[config.mk]
export PLATFORM = sky130hd
export DESIGN_NAME = serial_to_parallel_rx
export DESIGN_NICKNAME = d
export VERILOG_FILES = /design/src/rtl/serial_to_parallel_rx.sv
export SDC_FILE = /design/constraint.sdc
export NUM_CORES = 1
export LEC_CHECK = 0
export ABC_AREA = 1
export CORE_ASPECT_RATIO = 1.5
export CORE_UTILIZATION = 57
export DETAILED_ROUTE_END_ITERATION = 7
export PLACE_DENSITY = 0.8
export SKIP_CTS_REPAIR_TIMING = 1
export SYNTH_ARGS = -nofsm -noshare
export SYNTH_HDL_FRONTEND = slang
export SYNTH_SLANG_ARGS = --single-unit
[constraint.sdc]
create_clock -name clk -period 2.92 [get_ports clk]
set_input_delay 0.292 -clock clk [delete_from_list [all_inputs] [get_ports clk]]
set_output_delay 0.292 -clock clk [all_outputs]
set_load 0.03 [all_outputs]
[src/rtl/serial_to_parallel_rx.sv]
// Serial-to-parallel receiver: assembles LSB-first N-bit words framed by
// sync_in, queues completed words in a small FIFO, and reports framing
// errors and overruns through one-cycle pulses and a saturating counter.
//
// Handshake: the head word is offered on data_out while data_valid is high.
// It is consumed on any rising edge where data_valid && data_ready. data_out
// is stable while data_valid && !data_ready, and reads 0 when the buffer is
// empty.
module serial_to_parallel_rx #(
  parameter int N     = 14,
  parameter int DEPTH = 2
) (
  input  logic         clk,
  input  logic         reset,
  input  logic         serial_in,
  input  logic         sync_in,
  output logic [N-1:0] data_out,
  output logic         data_valid,
  input  logic         data_ready,
  output logic         frame_err,
  output logic         overrun,
  output logic [7:0]   err_cnt,
  output logic         dbg_state
);

  localparam int CW = (N > 1) ? $clog2(N) : 1;
  localparam int AW = (DEPTH > 1) ? $clog2(DEPTH) : 1;
  localparam int OW = AW + 1;

  typedef enum logic {
    HUNT = 1'b0,
    RECV = 1'b1
  } state_e;

  state_e          state_q, state_d;
  logic [CW-1:0]   cnt_q, cnt_d;
  logic [N-1:0]    sr_q, sr_d;
  logic [N-1:0]    mem_q [DEPTH];
  logic [N-1:0]    mem_d [DEPTH];
  logic [AW-1:0]   wr_ptr_q, wr_ptr_d;
  logic [AW-1:0]   rd_ptr_q, rd_ptr_d;
  logic [OW-1:0]   count_q, count_d;
  logic            frame_err_q, frame_err_d;
  logic            overrun_q, overrun_d;
  logic [7:0]      err_cnt_q, err_cnt_d;

  logic            push;
  logic [N-1:0]    push_word;
  logic            pop;
  logic            full;
  logic            push_ok;
  logic [8:0]      err_sum;

  // Framing FSM: hunts for the first sync, then shifts bits into the word
  // and raises push on the cycle bit N-1 arrives.
  always_comb begin
    state_d     = state_q;
    cnt_d       = cnt_q;
    sr_d        = sr_q;
    push        = 1'b0;
    push_word   = sr_q;
    frame_err_d = 1'b0;
    case (state_q)
      HUNT: begin
        if (sync_in) begin
          sr_d    = '0;
          sr_d[0] = serial_in;
          cnt_d   = CW'(1);
          state_d = RECV;
        end
      end
      RECV: begin
        if (sync_in && (cnt_q != '0)) begin
          // Early sync: partial word is abandoned, new word starts here.
          frame_err_d = 1'b1;
          sr_d        = '0;
          sr_d[0]     = serial_in;
          cnt_d       = CW'(1);
        end else begin
          if (cnt_q == '0) begin
            sr_d = '0;
          end
          sr_d[cnt_q] = serial_in;
          if (cnt_q == CW'(N - 1)) begin
            push      = 1'b1;
            push_word = sr_d;
            cnt_d     = '0;
          end else begin
            cnt_d = cnt_q + CW'(1);
          end
        end
      end
      default: begin
        state_d = HUNT;
        cnt_d   = '0;
      end
    endcase
  end

  // Output FIFO bookkeeping: a push while full is kept only if the head is
  // popped on the same edge; otherwise the new word is dropped as an overrun.
  always_comb begin
    pop      = (count_q != '0) && data_ready;
    full     = (count_q == OW'(DEPTH));
    push_ok  = push && (!full || pop);
    overrun_d = push && full && !pop;
    mem_d    = mem_q;
    wr_ptr_d = wr_ptr_q;
    rd_ptr_d = rd_ptr_q;
    if (push_ok) begin
      mem_d[wr_ptr_q] = push_word;
      wr_ptr_d        = wr_ptr_q + AW'(1);
    end
    if (pop) begin
      rd_ptr_d = rd_ptr_q + AW'(1);
    end
    count_d = count_q + OW'(push_ok) - OW'(pop);
  end

  // Error counter: both event sources may fire together, so add up to 2
  // and clamp at 255.
  always_comb begin
    err_sum   = {1'b0, err_cnt_q} + 9'(frame_err_d) + 9'(overrun_d);
    err_cnt_d = (err_sum > 9'd255) ? 8'hFF : err_sum[7:0];
  end

  // State and datapath registers with asynchronous reset.
  always_ff @(posedge clk or posedge reset) begin
    if (reset) begin
      state_q     <= HUNT;
      cnt_q       <= '0;
      sr_q        <= '0;
      for (int i = 0; i < DEPTH; i++) begin
        mem_q[i] <= '0;
      end
      wr_ptr_q    <= '0;
      rd_ptr_q    <= '0;
      count_q     <= '0;
      frame_err_q <= 1'b0;
      overrun_q   <= 1'b0;
      err_cnt_q   <= '0;
    end else begin
      state_q     <= state_d;
      cnt_q       <= cnt_d;
      sr_q        <= sr_d;
      mem_q       <= mem_d;
      wr_ptr_q    <= wr_ptr_d;
      rd_ptr_q    <= rd_ptr_d;
      count_q     <= count_d;
      frame_err_q <= frame_err_d;
      overrun_q   <= overrun_d;
      err_cnt_q   <= err_cnt_d;
    end
  end

  assign data_valid = (count_q != '0);
  assign data_out   = data_valid ? mem_q[rd_ptr_q] : '0;
  assign frame_err  = frame_err_q;
  assign overrun    = overrun_q;
  assign err_cnt    = err_cnt_q;
  assign dbg_state  = (state_q == RECV);

endmodule
## Yosys cells after proc, flatten, opt, wreduce, memory -nomap -nowiden

Index checks and enable logic that the tools add are counted.

| operators by class | value |
|---|---|
| equal/unequal tests | 3 |
| reductions and logical operators | 13 |
| order comparisons | 6 |
| add/subtract/negate cells | 7 |
| bitwise operators | 3 |
| multiplexer cells | 31 |

Operators with widths:

| cell | number |
|---|---|
| 14-bit 2-to-1 mux | 13 |
| 28-bit bitwise mux | 1 |
| 14-bit case mux with 2 select lines | 1 |
| 14-bit bitwise mux | 1 |
| 14-bit demux with 1-bit select | 1 |
| 4-bit 2-to-1 mux | 3 |
| 8-bit by 1-bit adder with 9-bit output | 1 |
| 9-bit by 1-bit adder with 9-bit output | 1 |
| 9-bit by 8-bit greater-than comparator with 1-bit output (second input constant) | 1 |
| 1-bit 2-to-1 mux | 8 |
| 8-bit 2-to-1 mux | 1 |
| 4-bit case mux with 2 select lines | 1 |
| 1-bit logical AND | 7 |
| 4-bit by 5-bit < comparator with 1-bit output (second input constant) | 1 |
| 4-bit by 1-bit adder with 4-bit output (second input constant) | 1 |
| 1-bit demux with 4-bit select | 1 |
| 4-bit == test (second input constant) | 1 |
| 2-bit >= comparator (second input constant) | 2 |
| 4-bit by 1-bit >= comparator with 1-bit output (second input constant) | 1 |
| 4-bit zero test | 1 |
| 1-bit inverter with 2-bit output | 2 |
| 4-bit nonzero test | 1 |
| 1-bit adder (second input constant) | 2 |
| 2-bit by 1-bit adder with 2-bit output | 1 |
| 8 further kinds | 9 |

| storage, ports and cells | value |
|---|---|
| input bits | 5 |
| logic and storage cells | 74 |
| flip-flop bits (word level) | 61 |

## Depth between registers and ports, before layout

| depth | value |
|---|---|
| depth after elaboration | 9 |
| gate-level depth with buffers | 16 |
| depth with buffers taken out | 15 |

## Worst setup path before layout

OpenSTA, ideal clock, no wires.

| path | value |
|---|---|
| path kind | register to register |
| from | register cnt_q[0] |
| to | register err_cnt_q[2], in the netlist err_cnt[2] |
| setup time | 0.083 ns |
| arrival | 2.388 ns |
| setup slack | 0.449 ns |
| cell stages (with the launch flop) | 17 |
| path buffers | 1 |
| data required time | 2.837 ns |
| cell sequence | dfrtp_1 buf_6 nor2_2 nand2_2 nand2_4 nand3_1 nor2_1 inv_1 fa_1 inv_1 ha_1 nand2_1 inv_1 nand2_1 nor3_1 nand2_1 o21ai_0 |

| between the ends | value |
|---|---|
| longest elaborated chain between the ends | 9 |

RTL lines:

| what | RTL line | RTL |
|---|---|---|
| start, declared | 36 | `logic [CW-1:0] cnt_q, cnt_d;` |
| start signal, assigned | 144 | `cnt_q <= cnt_d;` |
| 4-bit == test or 4-bit nonzero test (tied branches) | 84, 73 |  |
| 1-bit 2-to-1 mux or 1-bit logical AND (tied branches) | 84, 73 |  |
| 1-bit 2-to-1 mux * | 73 | `if (sync_in && (cnt_q != '0)) begin` |
| 1-bit 2-to-1 mux * | 63 | `case (state_q)` |
| 1-bit logical AND * (2 in series) | 106 | `overrun_d = push && full && !pop;` |
| named net overrun_d | 44 | `logic overrun_q, overrun_d;` |
| 9-bit by 1-bit adder with 9-bit output * | 123 | `err_sum = {1'b0, err_cnt_q} + 9'(frame_err_d) + 9'(overrun_d);` |
| 9-bit by 8-bit greater-than comparator with 1-bit output | 124 | `err_cnt_d = (err_sum > 9'd255) ? 8'hFF : err_sum[7:0];` |
| 8-bit 2-to-1 mux * | 124 |  |
| named net err_cnt_d[2] | 45 | `logic [7:0] err_cnt_q, err_cnt_d;` |
| end signal, assigned | 152 | `err_cnt_q <= err_cnt_d;` |
| end, declared | 45 |  |

Mark *: on every way through the listed nets, which the timed path passes. The rest lies on a longest branch.
A chain may end at the register's enable or synchronous reset.

## Worst setup path after layout

Same ends and word-level chain as after synthesis.

==> results_dict.tcl <==
set metrics [dict create \
    outcome "completed" \
    ys_warn_count 0 \
    grt_pass1_vias 2645 \
    critPathMaxStageDelay_ns 0.49 \
    htreeDepth 3 \
    worst_slew_pin_slew_ns 0.612 \
    track_usage_pct 27.3 \
    final_cell_area_um2 3690 \
    grt_pass1_wl_mm 12.2 \
    root_buffer "clkbuf_8" \
    io_buffers 30 \
    crit_required_ns 3.18 \
    p_leak_nw 1.84 \
    skew_ns 0.00968 \
    area_delta_synth_final_pct 18.5 \
    core_um2 5200 \
    path_clk_slew_ns 0.07 \
    synthMuxAreaShare_pct 0 \
    final_util_pct 71.0 \
    synth_area_leaders "dfrtp_1 49%, nand2_1 19%, nand4_1 5.4%, o21ai_0 3.0%, inv_1 3.0%" \
    die_h_um 92.6 \
    cp_slowest_cell "dfrtp_1" \
    worstPathCellList "nor2_4 > nand2_2 > nand2_4 > nand3_1 > nor2_1 > inv_1 > fa_1 > inv_1 > ha_1 > nand2_1 > inv_1 > nand2_1 > nor3_2 > nand2_2 > o21ai_0" \
    yosysTopAreaCell "dfrtp_1" \
    vias_per_cell 5.56 \
    final_layout_size_suffix_gt1_share_pct 9.39 \
    final_nets 431 \
    via_count 2749 \
    drt.antenna.violating_nets 0 \
    synth_top_family_by_area "simple AND/OR/NAND/NOR gates" \
    final_max_slew_viol_count 0 \
    power_density_nw_per_um2 831 \
    drt_iter0_drc 141 \
    start_kind "flop" \
    grt_overflow_total 0 \
    clock_latency_ns 0.35 \
    slew_headroom_pct 59.2 \
    gp_congestion 0.940 \
    clkSinkCount 61 \
    netlist_area_um2 3120 \
    period_share_pct 89.5 \
    cts_max_path_buffers 2 \
    syn_nets 400 \
    fin_crit_ns 2.61 \
    dpl.hpwl_mm 4.91 \
    ys_ff_latch 61 \
    yosysSeqAreaShare_pct 48.9 \
    crit_arrival_ns 2.87 \
    worst-path-max-fanout 8 \
    antenna_cells 0 \
    timing.hold.ws_ns 0.308 \
    finalSetupTns_ns 0 \
    cts_tree "built" \
    ys.flop_type "dfrtp_1" \
    std_cell_rows 32 \
    synth-xor-area-share_pct 1.12 \
    yosys.area_share.simple_pct 34.6 \
    initial_core_util_pct 59.9 \
    critPathKind "reg2reg" \
    final-setup-viol-count 0 \
    cts_buffers 9 \
    syn_avg_cell_area_um2 7.98 \
    wl_mm 7.03 \
    power_w 0.00307 \
    hold_viol_final 0 \
    placed_cell_area_um2 3450 \
    dieArea_um2 5780 \
    fmax_mhz 383 \
    synthCells 391 \
    end_kind "flop" \
    firstDrtPassIters 5 \
    irDropWorstVdd_v 0.000618 \
    synth_top_area_share_pct 48.9 \
    antenna_found_initial 0 \
    synth.distinct_cells 31 \
    pin_count 31 \
    grt_max_degree 30 \
    postSynth.asyncResetShare_pct 100 \
    drc 0 \
    critPathMostFrequentCell "inv_1" \
    die_w_um 62.4 \
    maxCapViolations 0 \
    wl_per_cell_um 14.2 \
    synth-edff-count 0 \
    synth_compound_gate_area_share_pct 6.46 \
    synthAdderAreaFrac_pct 1.85 \
    min_path_type "in2async" \
]
cells in the final DEF (no fill, tap or decap), drive strengths merged:
master / count
a21oi: 17
buf: 8
bufinv: 3
clkbuf: 10
clkdlybuf4s50: 30
clkinv: 3
dfrtp: 61
fa: 1
ha: 3
inv: 27
nand2: 164
nand3: 20
nand3b: 1
nand4: 29
nor2: 21
nor3: 1
o211ai: 1
o21ai: 19
o22ai: 1
o31ai: 1
or2: 1
xnor2: 3
xor2: 1
power by group:
part | internal [W] | switching, W
logic | 0.000337 | 0.000685
clock network | 0.000559 | 0.000322
registers | 0.000992 | 0.000177
synth_stat cells (3+ instances only):
library cell / n
nor2_1: 19
ha_1: 3
buf_2: 6
nand4_1: 27
dfrtp_1: 61
buf_6: 4
clkbuf_1: 6
nand2_1: 160
xnor2_1: 3
o21ai_0: 19
nand3_1: 18
inv_1: 25
a21oi_1: 17
final timing paths:
check | start | end | slack [ns] | cells after the start
max | cnt_q[0] | err_cnt[2] | 0.31 | 15
min | reset | mem_q[26] | 0.31 | 2
max reg2reg | cnt_q[0] | err_cnt[2] | 0.31 | 15
min reg2reg | mem_q[15] | mem_q[15] | 0.47 | 2
max in group asynchronous | reset | sr_q[6] | 1.92 | 3
min in group clk | mem_q[15] | mem_q[15] | 0.47 | 2
layer usage:
metal	wire length (µm)	share of wire, %	vias to the layer above	track usage, %
met2	3690	53	78	46.7
li1	-	-	1330	-
met3	324	4.6	21	6.28
met1	2800	40	1320	31.4
met4	206	2.9	0	14.9
met5	0	0	-	0
area by class of cell:
cell class              instances  area (µm²)
inverters                      28         106
repair buffers                 38         360
flip-flops and latches         61        1530
clock buffers                  10         128
clock inverters                 5         100
fillers                       429        1510
well taps                      68        85.1
multi-input cells             284        1390
metrics by stage:
stage          cells  setup slack (ns)
2_1_floorplan    391             0.449
3_3_place_gp     479             0.285
3_5_place_dp     479             0.151
4_1_cts          494             0.122
5_1_grt          494          -0.00149
6_report         494             0.307
cells by family (layout without fill, tap and decap cells):
logic type / count (synthesis) / after routing
buffers and inverters: 46 / 81
AO/OA/AOI/OAI: 39 / 39
adder cells (fa/ha/maj): 4 / 4
AND/OR/NAND/NOR: 237 / 237
XOR/XNOR: 4 / 4
flip-flops: 61 / 61
registers in the layout (all words and copies together) (netlist names):
signal / flops
rd_ptr_q: 1
overrun: 1
sr_q: 14
dbg_state: 1
frame_err: 1
count_q: 2
err_cnt: 8
wr_ptr_q: 1
cnt_q: 4
mem_q: 28
critical path: cells and delay by family, from the launching register on:
kind,cells,cell delay [ns]
AO/OA/AOI/OAI,1,0.12
flip-flops,1,0.49
AND/OR/NAND/NOR,9,1.14
adder cells (fa/ha/maj),2,0.56
buffers and inverters,3,0.21
No activity file was read; power rests on OpenSTA's default activity.
